===== config.mk =====
export PLATFORM = sky130hd
export DESIGN_NAME = dram_dma_engine
export DESIGN_NICKNAME = d
export VERILOG_FILES = /design/src/rtl/dram_dma_engine_pkg.sv /design/src/rtl/dram_dma_engine.sv
export SDC_FILE = /design/constraint.sdc
export NUM_CORES = 1
export LEC_CHECK = 0
export CAP_MARGIN = 20
export CELL_PAD_IN_SITES_DETAIL_PLACEMENT = 1
export CELL_PAD_IN_SITES_GLOBAL_PLACEMENT = 2
export CORE_MARGIN = 2
export CORE_UTILIZATION = 26
export CTS_CLUSTER_SIZE = 16
export DETAILED_ROUTE_END_ITERATION = 12
export HOLD_SLACK_MARGIN = 0.02
export PLACE_DENSITY = 0.88
export SETUP_SLACK_MARGIN = 0.4
export SLEW_MARGIN = 20
export SYNTH_ARGS = -nofsm -noshare
export SYNTH_HDL_FRONTEND = slang
export SYNTH_SLANG_ARGS = --single-unit

===== constraint.sdc =====
create_clock -name clock -period 4.9 [get_ports clock]
set_clock_uncertainty 0.05 [all_clocks]
set_input_delay 1.225 -clock clock [delete_from_list [all_inputs] [get_ports clock]]
set_output_delay 1.225 -clock clock [all_outputs]
set_load 0.02 [all_outputs]

===== src/rtl/dram_dma_engine_pkg.sv =====
// Shared types and defaults for the single-channel DRAM<->SRAM word DMA engine.
// Holds the FSM state enum, default widths, and the DRAM byte step per word.
// Imported by dram_dma_engine; no logic of its own beyond a small state helper.
package dram_dma_engine_pkg;

  localparam int DMA_ADDR_W   = 32;  // DRAM byte-address width
  localparam int DMA_DATA_W   = 32;  // data word width (DRAM and SRAM)
  localparam int DMA_SRAM_AW  = 32;  // SRAM word-address width
  localparam int DMA_LEN_W    = 16;  // word-count width
  localparam int DMA_BYTE_INC = 4;   // DRAM byte address step per word

  typedef enum logic [2:0] {
    IDLE    = 3'd0,
    RD_DRAM = 3'd1,
    WR_SRAM = 3'd2,
    RD_SRAM = 3'd3,
    WR_DRAM = 3'd4,
    DONE    = 3'd5
  } dma_state_t;

  // States in which a word is in flight; busy follows this, so it drops
  // in the same cycle that done is raised.
  function automatic logic is_xfer_state(input dma_state_t s);
    return (s inside {RD_DRAM, WR_SRAM, RD_SRAM, WR_DRAM});
  endfunction

endpackage


===== src/rtl/dram_dma_engine.sv =====
// Purpose: single-channel word DMA, DRAM->SRAM (load) or SRAM->DRAM (store), one word at a time.
// Latency: 2 cycles per word at zero wait; done pulses 2N+1 cycles after the accept cycle.
// Backpressure: DRAM_WaitRequest / SRAM_w_done / SRAM_d_ready stall the word in flight; cmd_ready low while busy.
//
// Ports:
//   clock, reset (async active-low)
//   cmd_valid/cmd_ready + cmd_store, cmd_dram_addr, cmd_sram_addr, cmd_len : descriptor
//   done (1-cycle pulse), busy                                             : status
//   DRAM_Read/Write/Address/WriteData, DRAM_ReadData, DRAM_WaitRequest     : DRAM master
//   SRAM_w_en/w_addr/w_d, SRAM_w_done                                      : SRAM write
//   SRAM_r_en/r_addr, SRAM_r_d, SRAM_d_ready                               : SRAM read
module dram_dma_engine
  import dram_dma_engine_pkg::*;
#(
  parameter int ADDR_W   = DMA_ADDR_W,
  parameter int DATA_W   = DMA_DATA_W,
  parameter int SRAM_AW  = DMA_SRAM_AW,
  parameter int LEN_W    = DMA_LEN_W,
  parameter int BYTE_INC = DMA_BYTE_INC
) (
  input  logic               clock,
  input  logic               reset,
  // descriptor
  input  logic               cmd_valid,
  output logic               cmd_ready,
  input  logic               cmd_store,
  input  logic [ADDR_W-1:0]  cmd_dram_addr,
  input  logic [SRAM_AW-1:0] cmd_sram_addr,
  input  logic [LEN_W-1:0]   cmd_len,
  // status
  output logic               done,
  output logic               busy,
  // DRAM master
  output logic               DRAM_Read,
  output logic               DRAM_Write,
  output logic [ADDR_W-1:0]  DRAM_Address,
  output logic [DATA_W-1:0]  DRAM_WriteData,
  input  logic [DATA_W-1:0]  DRAM_ReadData,
  input  logic               DRAM_WaitRequest,
  // SRAM write port
  output logic               SRAM_w_en,
  output logic [SRAM_AW-1:0] SRAM_w_addr,
  output logic [DATA_W-1:0]  SRAM_w_d,
  input  logic               SRAM_w_done,
  // SRAM read port
  output logic               SRAM_r_en,
  output logic [SRAM_AW-1:0] SRAM_r_addr,
  input  logic [DATA_W-1:0]  SRAM_r_d,
  input  logic               SRAM_d_ready
);

  dma_state_t state, next_state;

  // Working registers for the descriptor in progress. The direction is not
  // kept: it is fully encoded by which read state the FSM enters on accept.
  logic [ADDR_W-1:0]  daddr;
  logic [SRAM_AW-1:0] saddr;
  logic [LEN_W-1:0]   cnt;
  logic [DATA_W-1:0]  data_r;

  // Registered request/status outputs.
  logic cmd_ready_q, busy_q, done_q;
  logic dram_read_q, dram_write_q, sram_w_en_q, sram_r_en_q;

  // Next-cycle values of the registered outputs.
  logic cmd_ready_nxt, busy_nxt, done_nxt;
  logic dram_read_nxt, dram_write_nxt, sram_w_en_nxt, sram_r_en_nxt;

  logic last_word;
  logic word_step;

  assign last_word = (cnt == LEN_W'(1));

  // A word retires when its write half completes, in either direction.
  assign word_step = ((state == WR_SRAM) && SRAM_w_done) ||
                     ((state == WR_DRAM) && !DRAM_WaitRequest);

  // ---------------------------------------------------------------------------
  // FSM: state register
  // ---------------------------------------------------------------------------
  always_ff @(posedge clock or negedge reset) begin
    if (!reset) begin
      state <= IDLE;
    end else begin
      state <= next_state;
    end
  end

  // ---------------------------------------------------------------------------
  // FSM: next-state logic
  // ---------------------------------------------------------------------------
  always_comb begin
    next_state = state;
    case (state)
      IDLE: begin
        if (cmd_valid) begin
          if (cmd_len == '0) begin
            next_state = DONE;
          end else if (cmd_store) begin
            next_state = RD_SRAM;
          end else begin
            next_state = RD_DRAM;
          end
        end
      end
      RD_DRAM: begin
        if (!DRAM_WaitRequest) next_state = WR_SRAM;
      end
      WR_SRAM: begin
        if (SRAM_w_done) next_state = last_word ? DONE : RD_DRAM;
      end
      RD_SRAM: begin
        if (SRAM_d_ready) next_state = WR_DRAM;
      end
      WR_DRAM: begin
        if (!DRAM_WaitRequest) next_state = last_word ? DONE : RD_SRAM;
      end
      DONE: begin
        next_state = IDLE;
      end
      default: begin
        next_state = IDLE;
      end
    endcase
  end

  // ---------------------------------------------------------------------------
  // FSM: output logic. Decoded from next_state and registered below, so every
  // request is a flop output and drops the cycle after its handshake.
  // ---------------------------------------------------------------------------
  always_comb begin
    cmd_ready_nxt  = (next_state == IDLE);
    busy_nxt       = is_xfer_state(next_state);
    done_nxt       = (next_state == DONE);
    dram_read_nxt  = (next_state == RD_DRAM);
    dram_write_nxt = (next_state == WR_DRAM);
    sram_w_en_nxt  = (next_state == WR_SRAM);
    sram_r_en_nxt  = (next_state == RD_SRAM);
  end

  always_ff @(posedge clock or negedge reset) begin
    if (!reset) begin
      cmd_ready_q  <= 1'b1;
      busy_q       <= 1'b0;
      done_q       <= 1'b0;
      dram_read_q  <= 1'b0;
      dram_write_q <= 1'b0;
      sram_w_en_q  <= 1'b0;
      sram_r_en_q  <= 1'b0;
    end else begin
      cmd_ready_q  <= cmd_ready_nxt;
      busy_q       <= busy_nxt;
      done_q       <= done_nxt;
      dram_read_q  <= dram_read_nxt;
      dram_write_q <= dram_write_nxt;
      sram_w_en_q  <= sram_w_en_nxt;
      sram_r_en_q  <= sram_r_en_nxt;
    end
  end

  // ---------------------------------------------------------------------------
  // Datapath: descriptor latch, data capture, per-word address/count step.
  // Address adds wrap naturally at the register width.
  // ---------------------------------------------------------------------------
  always_ff @(posedge clock or negedge reset) begin
    if (!reset) begin
      daddr  <= '0;
      saddr  <= '0;
      cnt    <= '0;
      data_r <= '0;
    end else begin
      if ((state == IDLE) && cmd_valid) begin
        daddr <= cmd_dram_addr;
        saddr <= cmd_sram_addr;
        cnt   <= cmd_len;
      end
      if ((state == RD_DRAM) && !DRAM_WaitRequest) begin
        data_r <= DRAM_ReadData;
      end
      if ((state == RD_SRAM) && SRAM_d_ready) begin
        data_r <= SRAM_r_d;
      end
      if (word_step) begin
        daddr <= daddr + ADDR_W'(BYTE_INC);
        saddr <= saddr + SRAM_AW'(1);
        cnt   <= cnt - LEN_W'(1);
      end
    end
  end

  // ---------------------------------------------------------------------------
  // Output wiring. Address/data buses come straight from the working
  // registers, which only change on a completed handshake, so they are stable
  // for the whole life of each request.
  // ---------------------------------------------------------------------------
  assign cmd_ready      = cmd_ready_q;
  assign busy           = busy_q;
  assign done           = done_q;
  assign DRAM_Read      = dram_read_q;
  assign DRAM_Write     = dram_write_q;
  assign DRAM_Address   = daddr;
  assign DRAM_WriteData = data_r;
  assign SRAM_w_en      = sram_w_en_q;
  assign SRAM_w_addr    = saddr;
  assign SRAM_w_d       = data_r;
  assign SRAM_r_en      = sram_r_en_q;
  assign SRAM_r_addr    = saddr;

endmodule


==> Word level (Yosys, flattened, before mapping) <==
Cells that the tools add are included.
{ "classes": {"addsub": 3, "mul": 0, "div": 0, "order_cmp": 0, "n_eq_ne": 10, "shifts": 0, "mux": 18, "bitwise": 0, "reduce_logical": 13} }
{ "ops": {"columns": ["operator", "count"], "rows": [
  ["2-to-1 mux 32 bit", 6],
  ["adder 32 x 1 -> 32 bit, second input constant", 1],
  ["adder 32 x 3 -> 32 bit, second input constant", 1],
  ["2-to-1 mux 16 bit", 2],
  ["2-to-1 mux 3 bit", 8],
  ["== test 16 x 1 -> 1 bit, second input constant", 1],
  ["zero test 16 bit", 1],
  ["subtractor 16 x 1 -> 16 bit, second input constant", 1],
  ["case mux 3 bit (5 select lines)", 1],
  ["== test 3 x 2 -> 1 bit, second input constant", 4],
  ["== test 3 bit, second input constant", 3],
  ["== test 3 x 1 -> 1 bit, second input constant", 2],
  ["zero test 3 bit", 2],
  ["logical AND 1 bit", 5],
  ["nonzero test 2 bit", 2],
  ["nonzero test 4 bit", 1],
  ["2-to-1 mux 2 bit", 1],
  ["zero test 1 bit", 1],
  ["logical OR 1 bit", 1]
]} }
{ "totals": {"reg_bits": 122, "latch_bits": 0, "ram_bits": 0, "mem_bits_ro": 0, "in_bits": 151, "out_inout_bits": 167, "elab_cells": 56, "memories": 0} }

==> Depth between registers and ports, before layout <==
Gate-level depths: netlist of run 1.
{ "depth": {"word_depth": 6, "mapped_depth": 8, "mapped_depth_nobuf": 8} }

==> Worst setup path before layout of run 1 <==
OpenSTA, ideal clock, no wires.
{ "synth_path": {"path_kind": "input-to-reg", "startpoint": "input DRAM_WaitRequest", "endpoint": "register saddr[8], in the netlist SRAM_r_addr[8]", "setup_time_ns": 0.133, "arrival_ns": 2.559, "required_time_ns": 4.717, "setup_slack_ns": 2.158, "cell_stages": 6, "n_path_buf": 2, "cell_sequence": "or3b_1 > a21o_1 > clkbuf_1 > buf_2 > o311ai_0 > nand2_1"} }
{ "synth_between": {"elab_chain_len": 4, "elab_cells_between_ends": 5, "cone_classes": "1 x mux; 4 x reduce/logical"} }
{ "synth_lines": {"columns": ["element", "line", "rtl"], "rows": [
  ["from (decl)", "dram_dma_engine.sv:39", "input logic DRAM_WaitRequest,"],
  ["zero test 1 bit *", "dram_dma_engine.sv:76", "((state == WR_DRAM) && !DRAM_WaitRequest);"],
  ["logical AND 1 bit *", "dram_dma_engine.sv:76", null],
  ["logical OR 1 bit *", "dram_dma_engine.sv:75", "assign word_step = ((state == WR_SRAM) && SRAM_w_done) ||"],
  ["2-to-1 mux 32 bit or nonzero test 2 bit (tied branches)", null, null],
  ["to (signal assigned)", "dram_dma_engine.sv:174", "saddr <= cmd_sram_addr;"],
  ["to (signal assigned)", "dram_dma_engine.sv:185", "saddr <= saddr + SRAM_AW'(1);"],
  ["to (decl)", "dram_dma_engine.sv:57", "logic [SRAM_AW-1:0] saddr;"]
]} }
Every way passes the cells marked *; elsewhere a longest branch is shown, timed or not.
A chain may end at the register's enable or synchronous reset.

==> Worst setup path after layout of run 1 <==
{ "layout_path": {"startpoint": "input DRAM_WaitRequest", "endpoint": "register daddr[9], in the netlist DRAM_Address[9]"} }
{ "layout_between": {"elab_chain_len": 4, "elab_cells_between_ends": 5, "cone_classes": "1 x mux; 4 x reduce/logical"} }
{ "layout_lines": {"columns": ["element", "line", "rtl"], "rows": [
  ["zero test 1 bit *", "dram_dma_engine.sv:76", null],
  ["logical AND 1 bit *", "dram_dma_engine.sv:76", null],
  ["logical OR 1 bit *", "dram_dma_engine.sv:75", null],
  ["2-to-1 mux 32 bit or nonzero test 2 bit (tied branches)", null, null],
  ["to (signal assigned)", "dram_dma_engine.sv:173", "daddr <= cmd_dram_addr;"],
  ["to (signal assigned)", "dram_dma_engine.sv:184", "daddr <= daddr + ADDR_W'(BYTE_INC);"],
  ["to (decl)", "dram_dma_engine.sv:56", "logic [ADDR_W-1:0] daddr;"]
]} }
Marks and branches as above.

==> run_results.csv, run 1 <==
group,metric,value,unit
grt,antenna_found_initial,1,
timing,rsz0062_at_grt,"no",
worst_setup_path,critPathLaunchType,"input pin",
logic_synthesis,syn-cell-area,7160,um^2
logic_synthesis,synth.avg_cell_area,8.96,um^2
finish,area_delta_synth_final,51.6,%
clocking,cts_resized,0,
routing,viasPerCell,5.08,
routing,first_iter_violations,269,
worst_setup_path,endpoint_kind,"register",
clocking,cts_setup_buffers,0,
worst_setup_path,path_cells,"clkdlybuf4s50_1 -> or3b_1 -> a21oi_4 -> buf_4 -> nand3_1 -> o211ai_1 -> o311ai_0",
logic_synthesis,synth_cell_types,62,
routing,drc_errors,0,
worst_setup_path,path_max_fanout,22,
clocking,h-tree-depth,4,
floorplan,die_y,170,um
timing,post-route-min-period,3.49,ns
clocking,cts_num_sinks,122,
timing,post-route-period-util,0.713,
finish,nFillCells,3068,
worst_setup_path,startpoint,"DRAM_WaitRequest",
grt,met2_usage,0.323,
logic_synthesis,postSynthNetCount,954,
placement,portBuffers,317,
power,leakagePower,4.33,nW
worst_setup_path,required,5.10,ns
routing,routed_wirelength,27.4,mm
logic_synthesis,synthArstFlopShare,1.00,
finish,fin_nets,1194,
worst_setup_path,crit_family,"buffers and inverters",
routing,num_vias,7082,
timing,finalSetupTns,0,ns
clocking,cts_buffers,17,
placement,hpwl,20.2,mm
logic_synthesis,yosysWarnings,0,
grt,grt_pass1_vias,7363,
grt,grt_remaining_overflow,0,
finish,antenna_cells,0,
clocking,clockBufferDepth,2,
floorplan,die_x,170,um
floorplan,ioPinCount,318,
worst_setup_path,regToRegSetupSlack,2.16,ns
clocking,cts_tree,"yes",
timing,setup_viol,0,
timing,clock.fmax,0.286,GHz
worst_setup_path,worst_r2r_endpoint,"DRAM_Address[9]",
grt,busiest_layer,"met2",
worst_setup_path,worst_path_largest_cell_delay,0.50,ns
routing,antenna_left,0,
grt,grt_util_all_layers,0.188,
timing,finalMaxSlewViolations,0,
worst_setup_path,arrival,3.70,ns
grt,grt_start_max_net_pins,85,
grt,grtUsageMet3,0.0319,
logic_synthesis,ys_ff_latch,122,
floorplan,start_util,0.265,
floorplan,core,27000,um^2
worst_setup_path,cp_slowest_cell,"clkdlybuf4s50_1",
hold_path,hold_path_class,"register to register",
clocking,hold_buffers,0,
finish,final_util,0.402,
timing,slew_headroom,0.371,
routing,wl_per_cell,19.7,um
power,ir_drop,0.299,mV
placement,place.gp.congestion,0.766,
grt,grt_first_pass_wirelength,42.6,mm
worst_setup_path,worstSetupPathType,"input pin to register",
placement,place_inst,1361,
floorplan,dieArea,28900,um^2
worst_setup_path,r2r_start,"state[2]",
logic_synthesis,ys_seq_area_frac,0.427,
logic_synthesis,synthCells,799,
worst_setup_path,cp.depth,7,
worst_setup_path,crit_end,"DRAM_Address[9]",
worst_setup_path,path_buf_inv,2,
routing,first_pass_iters,4,
timing,hold_viol_final,0,
finish,instances_no_fill,1393,
worst_setup_path,worst_r2r_path_depth,6,
grt,use_met1,0.247,
clocking,insertion_delay,0.42,ns
clocking,root_buffer,"clkbuf_16",
logic_synthesis,synth_edf_count,0,
timing,tightest_slew,0.941,ns
clocking,clk_pin_slew,0.06,ns
floorplan,num_rows,60,
finish,drive_above_1_share,0.0694,
flow_run,maxCapViolations,0,
run_status,status,"finished, final reports clean",
power,power_density,674,nW/um^2
logic_synthesis,synth_ff_type,"dfrtp_1",
[cells in the final DEF (no fill, tap or decap), drive strengths merged, types with 5 or more instances in the layout]
cell             n
or3              6
dfrtp          121
nor2            62
a22oi            8
nand2          106
nand2b           5
o21ai           33
buf             13
a21oi           52
clkbuf          18
o211ai          41
a31oi           10
nand3           50
nor3            14
inv             18
clkdlybuf4s50  316
o311ai          30
and3            10
or4              5
mux2i           36
nand4           21
and2             5
nor4            13
[registers in the layout, summed over array words and instances, names as in the netlist, 3 cells and up]
signal          cells
DRAM_Address       32
DRAM_WriteData     32
SRAM_r_addr        32
cnt                16
state               3
[worst reg2reg max path, delay by kind of cell (launching register included)]
family          cells  cell delay [ns]
compound gates      3             0.83
simple gates        2             0.78
flops               1             0.56
buf+inv             1             0.36
[per-stage QoR]
step                      area, um^2  hold WS [ns]  total power (W)  worst slack (ns)
after global placement         10200         0.409          0.00593              1.11
final                          10900         0.444          0.00732              1.41
after detailed placement       10200         0.425          0.00603             0.978
after CTS                      10800         0.440          0.00741              1.41
after global routing           10900         0.456          0.00779              1.24
after floorplan                 7160         0.434          0.00436              2.16
[kinds of logic (layout without fill, tap and decap cells)]
family / after synthesis / in the layout / share of synthesized area
compound gates: 198 / 198 / 0.190
xor+xnor: 4 / 4 / 0.00489
fa+ha+maj: 4 / 4 / 0.00699
buf+inv: 123 / 376 / 0.101
flops: 122 / 122 / 0.427
mux: 36 / 36 / 0.0503
simple gates: 312 / 312 / 0.221
[cell usage after synthesis (8+ instances only)]
master | number | area, um^2
nand2_1 | 106 | 398
nand3_1 | 50 | 250
nand4_1 | 19 | 119
inv_1 | 15 | 56.3
o211ai_1 | 41 | 308
o21ai_0 | 33 | 165
clkbuf_1 | 22 | 82.6
nor2_1 | 62 | 233
buf_4 | 64 | 480
a21oi_1 | 51 | 255
mux2i_1 | 36 | 360
nor3_1 | 11 | 55.1
dfrtp_1 | 121 | 3030
o311ai_0 | 30 | 263
and3_1 | 10 | 62.6
buf_2 | 15 | 75.1
a22oi_1 | 8 | 60.1
nor4_1 | 10 | 62.6
a31oi_1 | 10 | 62.6
[layout make-up]
| type | count | area [um^2] | area share |
|---|---|---|---|
| repair buffers | 329 | 3280 | 0.302 |
| clock buffers | 18 | 439 | 0.0405 |
| well taps | 341 | 427 | 0.0393 |
| flip-flops and latches | 122 | 3050 | 0.281 |
| clock inverters | 14 | 170 | 0.0157 |
| inverters | 15 | 56.3 | 0.00519 |
| multi-input cells | 554 | 3430 | 0.316 |
[per-layer routing]
layer / part of all wire / wire length (um)
met5: 0.00058 / 16
met3: 0.038 / 1050
met2: 0.51 / 13900
met4: 0.014 / 375
met1: 0.44 / 12000
[how the worst min path moves through the flow]
stage,start,to,slack [ns],depth (start not counted)
after floorplan,cnt[9],cnt[9],0.43,2
after global placement,DRAM_Address[0],DRAM_Address[0],0.41,2
after detailed placement,DRAM_Address[1],DRAM_Address[1],0.42,2
after CTS,DRAM_Address[1],DRAM_Address[1],0.44,2
after global routing,DRAM_Address[1],DRAM_Address[1],0.46,2
final,DRAM_Address[1],DRAM_Address[1],0.44,2
[where the power goes]
part | leakage (nW) | switching (W) | internal, W
registers | 1.47 | 0.000665 | 0.00149
logic | 2.57 | 0.00207 | 0.00177
clock network | 0.289 | 0.000515 | 0.000817
total | 4.33 | 0.00325 | 0.00407
Note: power is estimated with default switching activity, not from simulation.
==> run 2: changes to the inputs <==
--- a/config.mk
+++ b/config.mk
@@ -9,11 +9,11 @@
 export CELL_PAD_IN_SITES_DETAIL_PLACEMENT = 1
 export CELL_PAD_IN_SITES_GLOBAL_PLACEMENT = 2
 export CORE_MARGIN = 2
-export CORE_UTILIZATION = 26
+export CORE_UTILIZATION = 21
 export CTS_CLUSTER_SIZE = 16
 export DETAILED_ROUTE_END_ITERATION = 12
 export HOLD_SLACK_MARGIN = 0.02
-export PLACE_DENSITY = 0.88
+export PLACE_DENSITY = 0.77
 export SETUP_SLACK_MARGIN = 0.4
 export SLEW_MARGIN = 20
 export SYNTH_ARGS = -nofsm -noshare
==> constraint.sdc (replaced) <==
create_clock -name clock -period 3.05 [get_ports clock]
set_clock_uncertainty 0.05 [all_clocks]
set_input_delay 0.7625 -clock clock [delete_from_list [all_inputs] [get_ports clock]]
set_output_delay 0.7625 -clock clock [all_outputs]
set_load 0.02 [all_outputs]
==> run 2 against run 1 <==
Net effect: routed wire length is 6.3% higher; clock power is 57% higher; first-iteration DRC count is 40% higher; global-route usage is 2.5 points lower; largest cell class is now buffers; sequential power is 61% higher; power is 63% higher; cell count is 8.6% higher; combinational power is 66% higher; non-clock buffer count is 13 higher; sequential share of layout area is 0.80 points lower; final area is 2.9% higher.
==> run_results.csv, run 2 (synthesis results as in run 1) <==
group,metric,value,unit
routing,first_iter_violations,376,
finish,final_common_cell,"clkdlybuf4s50_1",
routing,num_vias,7117,
finish,antenna_cells,0,
grt,grt_util_all_layers,0.163,
grt,met2_usage,0.279,
floorplan,start_util,0.214,
clocking,cts_tree,"yes",
timing,slew_headroom,0.545,
timing,finalSetupTns,0,ns
worst_setup_path,crit_family,"simple AND/OR/NAND/NOR gates",
clocking,insertion_delay,0.42,ns
worst_setup_path,worstSetupPathType,"input pin to register",
clocking,clockBufferDepth,2,
routing,routed_wirelength,29.1,mm
worst_setup_path,path_max_fanout,32,
floorplan,ioPinCount,318,
hold_path,hold_path_class,"input pin to asynchronous set/reset pin",
routing,viasPerCell,4.70,
worst_setup_path,critPathLaunchType,"input pin",
worst_setup_path,arrival,2.89,ns
clocking,clk_pin_slew,0.06,ns
clocking,cts_buffers,17,
clocking,cts_num_sinks,122,
grt,grt_start_max_net_pins,65,
placement,place.gp.congestion,0.804,
grt,use_met1,0.211,
grt,antenna_found_initial,0,
clocking,root_buffer,"clkbuf_16",
flow_run,maxCapViolations,0,
timing,post-route-min-period,2.59,ns
power,leakagePower,4.41,nW
timing,finalMaxSlewViolations,0,
run_status,status,"finished, final reports clean",
placement,hpwl,22.0,mm
floorplan,core,33500,um^2
grt,busiest_layer,"met2",
power,ir_drop,0.379,mV
worst_setup_path,required,3.35,ns
worst_setup_path,endpoint_kind,"register",
placement,postPlaceCellArea,10600,um^2
grt,grt_remaining_overflow,0,
floorplan,die_y,189,um
finish,finalInstanceArea,11200,um^2
grt,grt_first_pass_wirelength,45.3,mm
timing,rsz0062_at_grt,"no",
grt,grtUsageMet3,0.0278,
routing,drc_errors,0,
worst_setup_path,worst_path_largest_cell_delay,0.45,ns
finish,fin_nets,1207,
routing,antenna_left,0,
clocking,cts_setup_buffers,0,
timing,hold_viol_final,0,
timing,clock.fmax,0.386,GHz
placement,portBuffers,317,
timing,post-route-period-util,0.848,
floorplan,dieArea,35600,um^2
finish,area_delta_synth_final,56.1,%
routing,wl_per_cell,19.2,um
worst_setup_path,path_buf_inv,2,
finish,layout_common_cells,"316 x clkdlybuf4s50_1, 121 x dfrtp_1, 106 x nand2_1",
worst_setup_path,path_cells,"clkdlybuf4s50_1 -> or3b_1 -> a21o_2 -> buf_12 -> nor4_2 -> a21oi_1 -> nand2_1",
timing,tightest_slew,0.683,ns
grt,grt_pass1_vias,7601,
timing,setup_viol,0,
floorplan,die_x,189,um
routing,first_pass_iters,4,
floorplan,num_rows,67,
worst_setup_path,cp_slowest_cell,"or3b_1",
clocking,h-tree-depth,4,
finish,drive_above_1_share,0.0808,
power,power_density,1070,nW/um^2
## run 2: final timing paths
check / startpoint / to / slack, ns / depth (start not counted)
setup / recovery: DRAM_WaitRequest / cnt[6] / 0.46 / 7
hold / removal: reset / DRAM_WriteData[15] / 0.30 / 1
setup reg to reg: state[2] / cnt[6] / 0.66 / 6
hold reg to reg: DRAM_Address[0] / DRAM_Address[0] / 0.44 / 2
max in group asynchronous: reset / DRAM_WriteData[20] / 1.94 / 2
min in group clock: DRAM_Address[0] / DRAM_Address[0] / 0.44 / 2
## run 2: final cells by class
cell class	count	area, um^2
inverter	15	56.3
sequential	122	3050
multi-input combinational	554	3440
clock inverter	10	118
fill	3857	22400
tap	448	561
clock buffer	22	474
timing repair buffer	342	3470
## run 2: repair_timing
item | CTS | global route
hold buffers | 0 | 0
gates resized for setup | 1 | 1
hold endpoints to repair | 0 | 0
endpoints found under the setup margin | 1 | 1
gates cloned | 0 | 0
## run 2: metrics by stage
| step | total power (W) | std cells | utilization | hold WS, ns | setup slack (ns) |
|---|---|---|---|---|---|
| final | 0.0119 | 1513 | 0.333 | 0.298 | 0.462 |
| after global routing | 0.0127 | 1513 | 0.333 | 0.329 | 0.445 |
| after CTS | 0.0121 | 1513 | 0.333 | 0.316 | 0.431 |
| after detailed placement | 0.00991 | 1481 | 0.315 | 0.433 | -0.195 |
| after global placement | 0.00975 | 1481 | 0.315 | 0.409 | -0.162 |
| after floorplan | 0.00701 | 799 | - | 0.417 | 0.771 |
## run 2: layer usage
layer	up-vias	share of wire
met4	0	0.017
met1	3564	0.44
met2	146	0.50
met3	19	0.034
met5	-	0
li1	3388	-
## run 2: power breakdown
group,switching [W],internal [W]
Combinational,0.00340,0.00296
Clock,0.000817,0.00127
Sequential,0.00107,0.00239
## run 2: worst register-to-register path, delay by kind of cell, from the launching register on
kind,cells,cell delay (ns)
and+or+nand+nor,3,1.03
DFF,1,0.54
AOI/OAI and AO/OA,2,0.51
buffers and inverters,1,0.18
==> run 3: changes to the inputs <==
==> constraint.sdc (replaced) <==
create_clock -name clock -period 2.1 [get_ports clock]
set_clock_uncertainty 0.05 [all_clocks]
set_input_delay 0.525 -clock clock [delete_from_list [all_inputs] [get_ports clock]]
set_output_delay 0.525 -clock clock [all_outputs]
set_load 0.02 [all_outputs]
==> run 3 against run 2 <==
Net effect: the flow now finishes with violations (setup timing); worst setup slack worse by 0.62 ns; routed wire length up 31%; sequential power up 42%; via count up 20%; global-route usage up 3.9 points; final area up 32%; combinational power up 140%; sequential share of layout area down 6.3 points; critical path depth up 5; flip-flop and latch count unchanged; die area unchanged; clock-buffer cell count down 4; critical path type is now register to register.
==> run_results.csv, run 3 (synthesis results as in run 1) <==
group,metric,value,unit
run_status,status,"finished, violations left",
run_status,violations,"setup timing",
worst_setup_path,path_max_fanout,6,
floorplan,num_rows,67,
worst_setup_path,endpoint_kind,"register",
finish,nFillCells,3702,
clocking,insertion_delay,0.43,ns
finish,final_util,0.440,
grt,grt_util_all_layers,0.202,
flow_run,maxCapViolations,0,
timing,post-route-min-period,2.26,ns
floorplan,dieArea,35600,um^2
finish,layout_common_cells,"147 x clkdlybuf4s50_1, 141 x buf_4, 114 x buf_2",
worst_setup_path,path_buf_inv,8,
grt,grt_first_pass_wirelength,56.2,mm
clocking,root_buffer,"clkbuf_16",
clocking,cts_buffers,17,
clocking,clk_pin_slew,0.07,ns
timing,rsz0062_at_grt,"yes",
clocking,clockBufferDepth,2,
hold_path,hold_path_end,"DRAM_Address[0]",
grt,grt_remaining_overflow,0,
timing,post-route-period-util,1.08,
worst_setup_path,worst_r2r_path_depth,12,
worst_setup_path,cp_common_cell,"buf_12",
clocking,h-tree-depth,4,
worst_setup_path,worst_path_largest_cell_delay,0.42,ns
worst_setup_path,cp_slowest_cell,"dfrtp_1",
timing,slew_headroom,0.508,
grt,grt_start_max_net_pins,49,
timing,hold_viol_final,0,
hold_path,min_delay_path_depth,2,
finish,drive_above_1_share,0.561,
placement,postPlaceCellArea,11500,um^2
finish,final_common_cell,"clkdlybuf4s50_1",
grt,grt_pass1_vias,9211,
power,leakagePower,6.37,nW
worst_setup_path,r2r_start,"state[1]",
worst_setup_path,worst_r2r_endpoint,"DRAM_Address[26]",
hold_path,hp-start,"DRAM_Address[0]",
worst_setup_path,path_cells,"buf_6 -> buf_12 -> buf_4 -> buf_8 -> nor4b_4 -> buf_12 -> nor2_4 -> buf_12 -> buf_8 -> buf_16 -> a22oi_2 -> nand3_1",
finish,finalInstanceArea,14700,um^2
routing,first_pass_iters,4,
placement,hpwl,22.6,mm
routing,first_iter_violations,365,
routing,routed_wirelength,38.2,mm
timing,setup_viol,71,
timing,finalWorstSetupSlack,-0.160,ns
routing,antenna_left,0,
worst_setup_path,arrival,2.51,ns
routing,drc_errors,0,
routing,num_vias,8519,
clocking,cts_tree,"yes",
worst_setup_path,required,2.35,ns
floorplan,ioPinCount,318,
worst_setup_path,critPathLaunchType,"register",
finish,fin_nets,1443,
placement,place.gp.congestion,0.781,
floorplan,core,33500,um^2
routing,wl_per_cell,21.8,um
floorplan,die_x,189,um
worst_setup_path,regToRegSetupSlack,-0.16,ns
floorplan,start_util,0.214,
worst_setup_path,worstSetupPathType,"register to register",
power,power_density,1550,nW/um^2
placement,portBuffers,317,
routing,viasPerCell,4.87,
timing,tightest_slew,0.732,ns
power,ir_drop,0.631,mV
grt,antenna_found_initial,3,
finish,area_delta_synth_final,106,%
timing,finalMaxSlewViolations,0,
clocking,cts_num_sinks,122,
floorplan,die_y,189,um
timing,clock.fmax,0.443,GHz
hold_path,hold_path_class,"register to register",
worst_setup_path,crit_family,"buffers and inverters",
[run 3: cell types whose count changed in the layout (fill, tap and decap cells not counted), sizes merged]
cell and delta:
dlygate4sd2 +1, dlygate4sd3 +1, bufinv -2, clkdlybuf4s50 -169, diode +2, buf +376, inv +6, clkbuf +9
clkinvlp -2, clkdlybuf4s15 +14, clkinv +2
[run 3: timing repair]
item / 4_1_cts / 5_1_grt
setup buffers: 92 / 48
hold buffers: 1 / 0
endpoints found under the setup margin: 287 / 191
pin swaps: 113 / 70
gates resized for setup: 888 / 193
endpoints found under the hold margin: 18 / 0
cloned: 18 / 3
[run 3: per-layer routing]
metal	share of wire	global-route usage	vias to the layer above
met5	0.00044	0	-
met4	0.022	0.0613	2
met3	0.035	0.0354	58
met2	0.53	0.367	207
met1	0.41	0.243	4369
li1	-	-	3883
[run 3: worst max-delay path by stage]
stage                     startpoint  depth (start not counted)  slack (ns)               end
detailed placement  DRAM_WaitRequest                          8       -0.52   DRAM_Address[5]
global route                state[1]                         10       -0.27           cnt[14]
global placement    DRAM_WaitRequest                          6       -0.52        DRAM_Write
CTS                           cnt[1]                          7       -0.06              done
floorplan                     cnt[1]                          7        0.12              done
finish                      state[1]                         12       -0.16  DRAM_Address[26]
[run 3: report_power, final]
part / switching [W] / internal, W / total (W)
combinational: 0.00781 / 0.00731 / 0.0151
sequential: 0.00137 / 0.00355 / 0.00492
clock: 0.00134 / 0.00154 / 0.00287
[run 3: layout make-up]
class / instances / area, um^2 / area share
clock buffer: 18 / 429 / 0.0291
clock inverter: 14 / 111 / 0.00755
multi-input combinational: 554 / 4820 / 0.327
tap: 448 / 561 / 0.0380
inverter: 15 / 56.3 / 0.00382
timing repair buffer: 578 / 5660 / 0.384
sequential: 122 / 3110 / 0.211
antenna: 2 / 5.00 / 0.000339
[run 3: metrics by stage]
stage	cells	total power, W	setup WS (ns)	setup TNS, ns	hold WS, ns
after detailed placement	1555	0.0156	-0.521	-38.65	0.350
after global routing	1751	0.0241	-0.275	-11.81	0.478
after CTS	1698	0.0212	-0.0634	-0.341	0.438
after floorplan	799	0.0108	0.116	0	0.179
after global placement	1555	0.0154	-0.522	-36.65	0.346
final	1751	0.0229	-0.160	-5.33	0.434
[run 3: worst min-delay path, cell delays in order, from the launching register on]
cell	delay, ns
dfrtp_1	0.34
nand2_1	0.06
nand2_2	0.05
